**src/rtl/seg7_scan_driver_pkg.sv**
```systemverilog
// Shared definitions for the 7-segment scan driver: FSM states, blank code,
// and active-low segment patterns (bit0=a ... bit6=g).
package seg7_scan_driver_pkg;

  typedef enum logic {ST_DARK = 1'b0, ST_ON = 1'b1} state_t;

  localparam logic [6:0] SEG_OFF = 7'h7F;

  localparam logic [6:0] SEG_0 = 7'h40;
  localparam logic [6:0] SEG_1 = 7'h79;
  localparam logic [6:0] SEG_2 = 7'h24;
  localparam logic [6:0] SEG_3 = 7'h30;
  localparam logic [6:0] SEG_4 = 7'h19;
  localparam logic [6:0] SEG_5 = 7'h12;
  localparam logic [6:0] SEG_6 = 7'h02;
  localparam logic [6:0] SEG_7 = 7'h78;
  localparam logic [6:0] SEG_8 = 7'h00;
  localparam logic [6:0] SEG_9 = 7'h10;
  localparam logic [6:0] SEG_A = 7'h08;
  localparam logic [6:0] SEG_B = 7'h03;
  localparam logic [6:0] SEG_C = 7'h46;
  localparam logic [6:0] SEG_D = 7'h21;
  localparam logic [6:0] SEG_E = 7'h06;
  localparam logic [6:0] SEG_F = 7'h0E;

endpackage

```
**src/rtl/seg7_decode.sv**
```systemverilog
// Combinational hex nibble to active-low 7-segment pattern.
module seg7_decode
  import seg7_scan_driver_pkg::*;
(
  input  logic [3:0] nib,
  output logic [6:0] seg
);

  always_comb begin
    seg = SEG_OFF;
    case (nib)
      4'h0: seg = SEG_0;
      4'h1: seg = SEG_1;
      4'h2: seg = SEG_2;
      4'h3: seg = SEG_3;
      4'h4: seg = SEG_4;
      4'h5: seg = SEG_5;
      4'h6: seg = SEG_6;
      4'h7: seg = SEG_7;
      4'h8: seg = SEG_8;
      4'h9: seg = SEG_9;
      4'hA: seg = SEG_A;
      4'hB: seg = SEG_B;
      4'hC: seg = SEG_C;
      4'hD: seg = SEG_D;
      4'hE: seg = SEG_E;
      4'hF: seg = SEG_F;
      default: seg = SEG_OFF;
    endcase
  end

endmodule

```
**src/rtl/seg7_scan_driver.sv**
```systemverilog
// Time-multiplexed common-anode 7-seg driver with frame-boundary double buffering.
// Define SEG7_LZB_EN to blank leading zero digits (digit 0 always shown).
module seg7_scan_driver
  import seg7_scan_driver_pkg::*;
#(
  parameter int DIGITS    = 4,
  parameter int SCAN_DIV  = 1000,
  parameter int BLANK_CYC = 8
) (
  input  logic                  clk,
  input  logic                  rst,
  input  logic                  load,
  input  logic [4*DIGITS-1:0]   value,
  output logic [6:0]            seg,
  output logic [DIGITS-1:0]     an,
  output logic                  load_pending,
  output logic                  frame_done
);

  localparam int CMAX = (SCAN_DIV > BLANK_CYC) ? SCAN_DIV : BLANK_CYC;
  localparam int CW   = (CMAX > 1) ? $clog2(CMAX) : 1;
  localparam int IW   = (DIGITS > 1) ? $clog2(DIGITS) : 1;

  state_t                   st, st_nxt;
  logic [CW-1:0]            cnt, cnt_nxt;
  logic [IW-1:0]            idx, idx_nxt;
  logic                     commit;
  logic                     show;
  logic [DIGITS-1:0][3:0]   disp, shadow;
  logic [6:0]               dec_seg;

  always_comb begin
    st_nxt  = st;
    cnt_nxt = cnt + 1'b1;
    idx_nxt = idx;
    commit  = 1'b0;
    case (st)
      ST_DARK: if (cnt == CW'(BLANK_CYC - 1)) begin
        st_nxt  = ST_ON;
        cnt_nxt = '0;
      end
      ST_ON: if (cnt == CW'(SCAN_DIV - 1)) begin
        st_nxt  = ST_DARK;
        cnt_nxt = '0;
        commit  = (idx == IW'(DIGITS - 1));
        idx_nxt = commit ? '0 : idx + 1'b1;
      end
      default: ;
    endcase
  end

  // Outputs are registered from next-state values so they line up with the state.
  seg7_decode u_dec (.nib(disp[idx_nxt]), .seg(dec_seg));

`ifdef SEG7_LZB_EN
  logic [DIGITS-1:0] lz;
  for (genvar i = 0; i < DIGITS; i++) begin : g_lz
    if (i == 0) begin : g_d0
      assign lz[i] = 1'b0;
    end else begin : g_dn
      assign lz[i] = (disp[DIGITS-1:i] == '0);
    end
  end
  assign show = ~lz[idx_nxt];
`else
  assign show = 1'b1;
`endif

  always_ff @(posedge clk or negedge rst) begin
    if (!rst) begin
      st           <= ST_DARK;
      cnt          <= '0;
      idx          <= '0;
      seg          <= SEG_OFF;
      an           <= '1;
      frame_done   <= 1'b0;
      load_pending <= 1'b0;
      shadow       <= '0;
      disp         <= '0;
    end else begin
      st         <= st_nxt;
      cnt        <= cnt_nxt;
      idx        <= idx_nxt;
      frame_done <= (st_nxt == ST_ON) && (idx_nxt == IW'(DIGITS - 1)) &&
                    (cnt_nxt == CW'(SCAN_DIV - 1));
      if (st_nxt == ST_ON && show) begin
        an  <= ~(DIGITS'(1) << idx_nxt);
        seg <= dec_seg;
      end else begin
        an  <= '1;
        seg <= SEG_OFF;
      end
      // A load on the commit cycle bypasses the shadow so the newest value wins.
      if (commit) begin
        if (load) begin
          disp   <= value;
          shadow <= value;
        end else if (load_pending) begin
          disp <= shadow;
        end
        load_pending <= 1'b0;
      end else if (load) begin
        shadow       <= value;
        load_pending <= 1'b1;
      end
    end
  end

endmodule
```
**config.mk**
```make
export PLATFORM = sky130hd
export DESIGN_NAME = seg7_scan_driver
export DESIGN_NICKNAME = d
export VERILOG_FILES = /design/src/rtl/seg7_scan_driver_pkg.sv /design/src/rtl/seg7_decode.sv /design/src/rtl/seg7_scan_driver.sv
export SDC_FILE = /design/constraint.sdc
export NUM_CORES = 1
export LEC_CHECK = 0
export CAP_MARGIN = 25
export CORE_MARGIN = 2
export CORE_UTILIZATION = 55
export DETAILED_ROUTE_END_ITERATION = 12
export PLACE_DENSITY_LB_ADDON = 0.25
export SYNTH_ARGS = -nofsm -noshare
export SYNTH_HDL_FRONTEND = slang
export SYNTH_SLANG_ARGS = --single-unit
```
**constraint.sdc**
```tcl
create_clock -name clk -period 5.2 [get_ports clk]
set_input_delay 1.04 -clock clk [delete_from_list [all_inputs] [get_ports clk]]
set_output_delay 1.04 -clock clk [all_outputs]
set_load 0.02 [all_outputs]
```
==> results of run 1 <==
==> Yosys cell counts, types with 3 or more instances <==
cell type | n | area (um^2)
sky130_fd_sc_hd__dfrtp_1 | 47 | 1180
sky130_fd_sc_hd__mux2_2 | 25 | 282
sky130_fd_sc_hd__nor2_1 | 13 | 48.8
sky130_fd_sc_hd__dfstp_2 | 11 | 289
sky130_fd_sc_hd__nand2_1 | 11 | 41.3
sky130_fd_sc_hd__mux2_1 | 10 | 113
sky130_fd_sc_hd__mux2i_1 | 9 | 90.1
sky130_fd_sc_hd__nand3_1 | 9 | 45.0
sky130_fd_sc_hd__ha_1 | 8 | 100
sky130_fd_sc_hd__a21oi_1 | 6 | 30.0
sky130_fd_sc_hd__inv_1 | 6 | 22.5
sky130_fd_sc_hd__clkbuf_1 | 5 | 18.8
sky130_fd_sc_hd__xor2_1 | 5 | 43.8
sky130_fd_sc_hd__o21ai_0 | 4 | 20.0
sky130_fd_sc_hd__and3_1 | 3 | 18.8
sky130_fd_sc_hd__buf_2 | 3 | 15.0
sky130_fd_sc_hd__nand4_1 | 3 | 18.8
sky130_fd_sc_hd__o211ai_1 | 3 | 22.5
sky130_fd_sc_hd__xnor2_1 | 3 | 26.3
==> stage by stage <==
step	total power, mW	utilization	setup slack, ns	cells
after global routing	0.954	0.667	1.83	337
after global placement	0.566	0.633	1.89	322
after floorplan	0.530	-	2.56	229
after CTS	0.929	0.667	2.06	337
after detailed placement	0.568	0.633	1.84	322
final	0.914	0.667	2.04	337
==> cell families after synthesis <==
logic type / count (synthesis) / share of synthesized area
AOI/OAI and AO/OA: 32 / 0.0814
adders and majority gates: 8 / 0.0350
muxes: 46 / 0.182
DFF: 58 / 0.513
xor gates and xnor gates: 8 / 0.0245
buffers and inverters: 17 / 0.0263
and+or+nand+nor: 60 / 0.138
==> final cells by class <==
type	instances	area, um^2
clock buffer	12	155
timing repair buffer	32	313
clock inverter	3	15.0
fill	399	1690
multi-input combinational	154	1320
tap	70	87.6
sequential	58	1470
inverter	8	30.0
==> power breakdown <==
group	total (mW)	leakage [nW]	switching (mW)	internal [mW]
registers	0.482	0.702	0.00704	0.475
logic	0.0772	0.702	0.0362	0.0410
clock network	0.355	0.0920	0.161	0.194
total	0.914	1.50	0.204	0.710
==> worst register-to-register path: cells and delay by family, from the launching register on <==
family	cells	cell delay (ns)
buf+inv	2	0.31
compound gates	2	0.26
fa+ha+maj	2	0.63
mux	2	0.91
simple gates	3	0.60
flops	1	0.39
==> registers in the layout, summed over array words and instances (netlist names) <==
register      cells
st                1
load_pending      1
idx               2
seg               7
cnt              10
frame_done        1
disp             16
shadow           16
an                4
==> metal layers <==
metal	up-vias	track usage	share of wire
met4	0	0.0691	0.015
met5	-	0	0
met2	53	0.273	0.45
met1	921	0.241	0.48
li1	895	-	-
met3	7	0.0569	0.050
==> worst paths after layout <==
kind	to	slack, ns	cells past startpoint	from
worst max-delay path	seg[3]	2.04	11	cnt[0]
min in group asynchronous	cnt[0]	0.84	2	rst
worst min-delay path	cnt[0]	0.48	1	cnt[0]
worst max register to register	seg[3]	2.04	11	cnt[0]
worst min register to register	cnt[0]	0.48	1	cnt[0]
max in group asynchronous	shadow[11]	3.88	2	rst
==> run summary, run 1 <==
The share of the clock period used by the worst path was 0.608. The logs give 1876 for the number of vias in the routed layout and 0.00338 mm^2 for the post-route cell area. The count of flip-flops with a built-in enable after synthesis is 0.

The max-slew violation count was 0. Summed over all layers, the routed wires come to 4800 um. The leakage power summed over all cells is 1.50 nW, and the top fanout value on the critical path is 7. The flow ran to the end, and the final reports show no timing, DRC or antenna violations. Entering global routing, the biggest net connects 59 pins. The relative max-transition margin was 0.495; the overall die width was 76.1 um. Each instance of the synthesized netlist takes up on average 12.5 um^2. Clock tree synthesis found a total of 58 sinks.

Clock tree synthesis selected as its root buffer the cell sky130_fd_sc_hd__clkbuf_8. STA classifies the critical path startpoint as a register. Synthesis produced 229 cells. The number of placement rows was 26; the portion of the post-synthesis area used by sequential elements was 0.513. Setup repair after global routing left no endpoint under its margin. Summed over all nets, the half-perimeter wirelength after detailed placement is 3200 um.

The region available for standard cell placement spans 0.00507 mm^2. In this run the post-CTS setup repair buffer count came out at 0. In this run the cell area measured after placement is 0.00321 mm^2.

The async set or reset register ratio after synthesis came out at 1.00. Distinct cell type count after synthesis: 55. For this run, design rule violations remaining after detail routing come to 0. The number of warning messages in the yosys log is 0, and the initial antenna violation count is 0. During I/O placement, the number of pins put on the boundary was 32. The count of input and output buffers was 31; the via count of the first global-routing pass was 1798.

The slew of the pin with the lowest slew margin was 0.754 ns. Routability-driven placement finished with a final weighted congestion of 0.766. After synthesis the cells add up to 0.00286 mm^2. Clock-pin slew was measured on the worst setup and hold paths at 0.06 ns.

The tool flagged a number of max-cap violations equal to 0. The first global-routing pass estimated 8240 um of wire. The logs give 3.41 ns for the endpoint arrival time on the critical path and 2 for the clock tree buffer depth. The total grt overflow is 0, and the clock latency reported for the late side of the worst-skew pair is 0.33 ns. TritonCTS built the clock tree. Based on the critical path, the design can be clocked at up to 0.317 GHz. The library cells used most frequently in the layout, excluding fill and tap cells, are 47 x sky130_fd_sc_hd__dfrtp_1, 30 x sky130_fd_sc_hd__clkdlybuf4s50_1, 25 x sky130_fd_sc_hd__mux2_2.

The number of detailed-route iterations in the first pass was 4. Cell family with the largest share of critical-path delay: multiplexers. Across all hold checks on the routed design, the worst slack comes to 0.485 ns. The height of the die was 76.1 um.

The area growth from synthesis to layout is 18.4%. Once detail routing completed, the nets flagged for antenna violations numbered 0. Via-per-instance ratio: 5.57. The worst-case IR drop observed on VDD is 0.201 mV.

The critical path goes through ha_1 > nand4bb_4 > nor3_4 > mux2i_1 > inv_2 > mux2i_2 > inv_1 > ha_1 > nand3_1 > o21ai_1 > o211ai_1. STA puts the critical path data required time at 5.45 ns. Together, buffers and inverters on the worst path number 2.

The cell that appears most often on the critical path is sky130_fd_sc_hd__ha_1. The tools report the total inserted antenna cells as 0. The critical path capture point type is a register. In this run, CTS created clock tree buffers numbering 9. For the final routed database, the setup TNS stands at 0 ns. For this run, the leading register cell type out of synthesis is sky130_fd_sc_hd__dfrtp_1. Leaving out fill and tap cells, the most frequent cell in the layout is sky130_fd_sc_hd__dfrtp_1. The H-tree depth came out at 3.

On the final layout, the worst clock skew is 0.00719 ns. The number of synthesized register bits is 58, and the final net count is 290. On the worst path, the slowest cell contributes a delay of 0.55 ns. Setup violations remaining at the end of the flow were counted as 0. The post-synthesis net count was 256. The average wire length per cell after detail routing was 14.2 um.

The all-layer global routing usage was 0.179; the shortest clock period the worst path allows after layout was 3.16 ns. Quantity of hold-fixing buffers added after cts: 0. The count of instances resized after the clock tree is built was 0. The proportion of layout cells with a drive suffix above 1 is 0.240.

The critical path in this run is classified as reg2reg. Path class of the lowest-slack min-delay path: reg2reg. After the first detailed-routing iteration, the DRC count stood at 133. The run gives 0.563 as the starting density of the core. The die covers 0.00579 mm^2. The largest individual stage delay along the critical path comes from the cell sky130_fd_sc_hd__mux2i_1. The final hold violation count was 0. The ratio of total power to cell area was 270 mW/mm^2.
No activity file was read; power rests on OpenSTA's default activity.
==> run 2: changes to the inputs <==
Clock period 5.2 ns to 3.1 ns, I/O delays scaled along.
==> run summary, run 2 (same netlist as run 1, synthesis figures left out) <==
Setup slack on the worst reg-to-reg path comes out at 0.24 ns. In the final routed layout, each cell accounts on average for 14.6 um. For the setup slack after placement, the log shows 0.290 ns.

The tools report the leakage power summed over all cells as 1.50 nW. Between clock sinks in the finished design, the worst skew comes to 0.00638 ns. The completed layout was analyzed and its total power is 1.61 mW. 32 I/O pins were placed. The total inserted antenna cells came out at 0. The proportion of layout cells with a drive suffix above 1 was 0.255; the switching power was 0.376 mW.

The top fanout value on the critical path works out to 10. Clock root buffer: sky130_fd_sc_hd__clkbuf_8. The logs give 1791 for the via count of the first global-routing pass and 0.563 for the starting density of the core.

The run gives 0.416 as the clock network power share. The library cells used most frequently in the layout, excluding fill and tap cells, are 47 x sky130_fd_sc_hd__dfrtp_1, 30 x sky130_fd_sc_hd__clkdlybuf4s50_1, 25 x sky130_fd_sc_hd__mux2_2. Total of endpoints with negative setup slack in the final report: 0.

The die is 76.1 um tall. The ratio of total power to cell area was 470 mW/mm^2; the slew of the pin with the lowest slew margin was 0.692 ns. The longest clock path from root to sink contains 2 buffers. Clock tree synthesis found a total of 58 sinks. The total grt overflow was 0. The detailed router placed 1880 vias in this run. In the routed layout, each cell is associated on average with a via count of 5.51. The tools report the cell internal power dissipation as 1.23 mW.

In the final layout, the registers with the most flip-flops are disp (16), shadow (16), cnt (10). Share of the clock period used by the worst path: 0.923. The tools report the nature of the critical path startpoint as a register.

The first routing iteration left 131 violations. Based on the critical path, the design can be clocked at up to 0.350 GHz. Counting the buffers created by CTS gives 9. The tools report the initial antenna violation count as 0.

The required arrival time at the worst endpoint is 3.35 ns, and the final hold slack is 0.109 ns. For the final net count, the log shows 293. The tools report the total wirelength of the detailed-routed design as 4960 um. Critical path capture point type: a register. Setup slack on the critical path of the routed design comes to 0.240 ns. The tools report the combinational fraction of design power as 0.082.

The signed area change from the synthesized netlist to the final layout was 20.0%. The die covers 0.00579 mm^2. The overall die width was 76.1 um; the power share of the sequential group was 0.502. The clock-pin slew on the worst setup and hold paths was 0.07 ns; the final HPWL from detailed placement was 3610 um. For the final routed database, the setup TNS stands at 0 ns. Buffers placed on the I/O ports in this run total 31. After detailed routing, the number of remaining DRC violations is 0. In this run the core area contains 26 standard-cell rows. The switching portion of total power was 0.234; the H-tree depth was 3.

After layout, the minimum clock period comes to 2.86 ns. The max-slew violation count was 0. The region available for standard cell placement spans 0.00507 mm^2.

The critical path class is reg2reg. The run finished with clean final reports. VDD sags by at most 0.250 mV.

Setup repair after global routing left no endpoint under its margin. The run gives 0.187 as the all-layer global routing usage. The number of nets with antenna violations after detailed routing was 0; the endpoint arrival time on the critical path was 3.11 ns. The clock latency reported for the late side of the worst-skew pair was 0.33 ns. The run gives 0.539 as the relative max-transition margin. TritonCTS built the clock tree.

Leaving out fill and tap cells, the most frequent cell in the layout is sky130_fd_sc_hd__dfrtp_1. For this run, the detailed router's first-pass iteration total came to 4. The final hold violation count is 0. The path class of the lowest-slack min-delay path was in2async. The congestion estimate from routability-driven global placement came to 0.868. For this design, the CTS-stage hold fixing added 0 buffers. The first global-routing pass estimated 8600 um of wire. Across the run, the number of max-cap violations was 0. The number of setup buffers added after CTS is 0. The count of instances resized after the clock tree is built is 0. The final standard cell utilization of the core was 0.676.

Entering global routing, the biggest net connects 34 pins.
run 2: changes by cell type in the layout (fill, tap and decap cells not counted), sizes merged:
| cell | delta |
|---|---|
| clkinvlp | +4 |
| clkinv | -1 |
| buf | +3 |
| clkbuf | -3 |
| bufinv | +1 |
run 2: critical path, cell delays in order, from the launching register on:
cell and delay, ns:
sky130_fd_sc_hd__dfrtp_1 0.51, sky130_fd_sc_hd__ha_1 0.36, sky130_fd_sc_hd__nor4_4 0.44, sky130_fd_sc_hd__mux2i_4 0.19
sky130_fd_sc_hd__mux2i_1 0.18, sky130_fd_sc_hd__mux2i_2 0.31, sky130_fd_sc_hd__inv_1 0.16, sky130_fd_sc_hd__ha_1 0.32
sky130_fd_sc_hd__nand3_1 0.08, sky130_fd_sc_hd__o21ai_1 0.06, sky130_fd_sc_hd__o211ai_1 0.17
run 2: power by group through the flow:
stage                     clock [mW]  combinational, mW  sequential (mW)
after floorplan                    0             0.0616            0.828
after global placement             0              0.132            0.821
after detailed placement           0              0.134            0.822
after CTS                      0.683              0.135            0.809
after global routing           0.711              0.147            0.812
final                          0.670              0.132            0.809
run 2: area by class of cell:
type / count / area (um^2)
Fill cell: 387 / 1650
Multi-Input combinational cell: 154 / 1320
Clock inverter: 7 / 70.1
Sequential cell: 58 / 1470
Tap cell: 70 / 87.6
Clock buffer: 9 / 124
Inverter: 8 / 30.0
Timing Repair Buffer: 35 / 335
run 2: per-stage QoR:
step / std cells / cell area, um^2
2_1_floorplan: 229 / 2860
3_3_place_gp: 325 / 3240
3_5_place_dp: 325 / 3240
4_1_cts: 341 / 3430
5_1_grt: 341 / 3430
6_report: 341 / 3430
run 2: final timing paths:
kind                                    to  startpoint  depth (start not counted)
worst max-delay path                seg[3]      idx[0]                         10
worst min-delay path                cnt[1]         rst                          1
worst max register to register      seg[3]      idx[0]                         10
worst min register to register      cnt[0]      cnt[0]                          1
max in group asynchronous       shadow[12]         rst                          2
min in group clk                    cnt[0]      cnt[0]                          1
run 2: metal layers:
metal	wire length (um)	share of wire	vias to the layer above	global-route usage
met5	0	0	-	0
met4	84	0.017	0	0.0927
met3	210	0.042	9	0.0355
met2	2170	0.44	49	0.267
met1	2500	0.50	922	0.274
li1	-	-	900	-
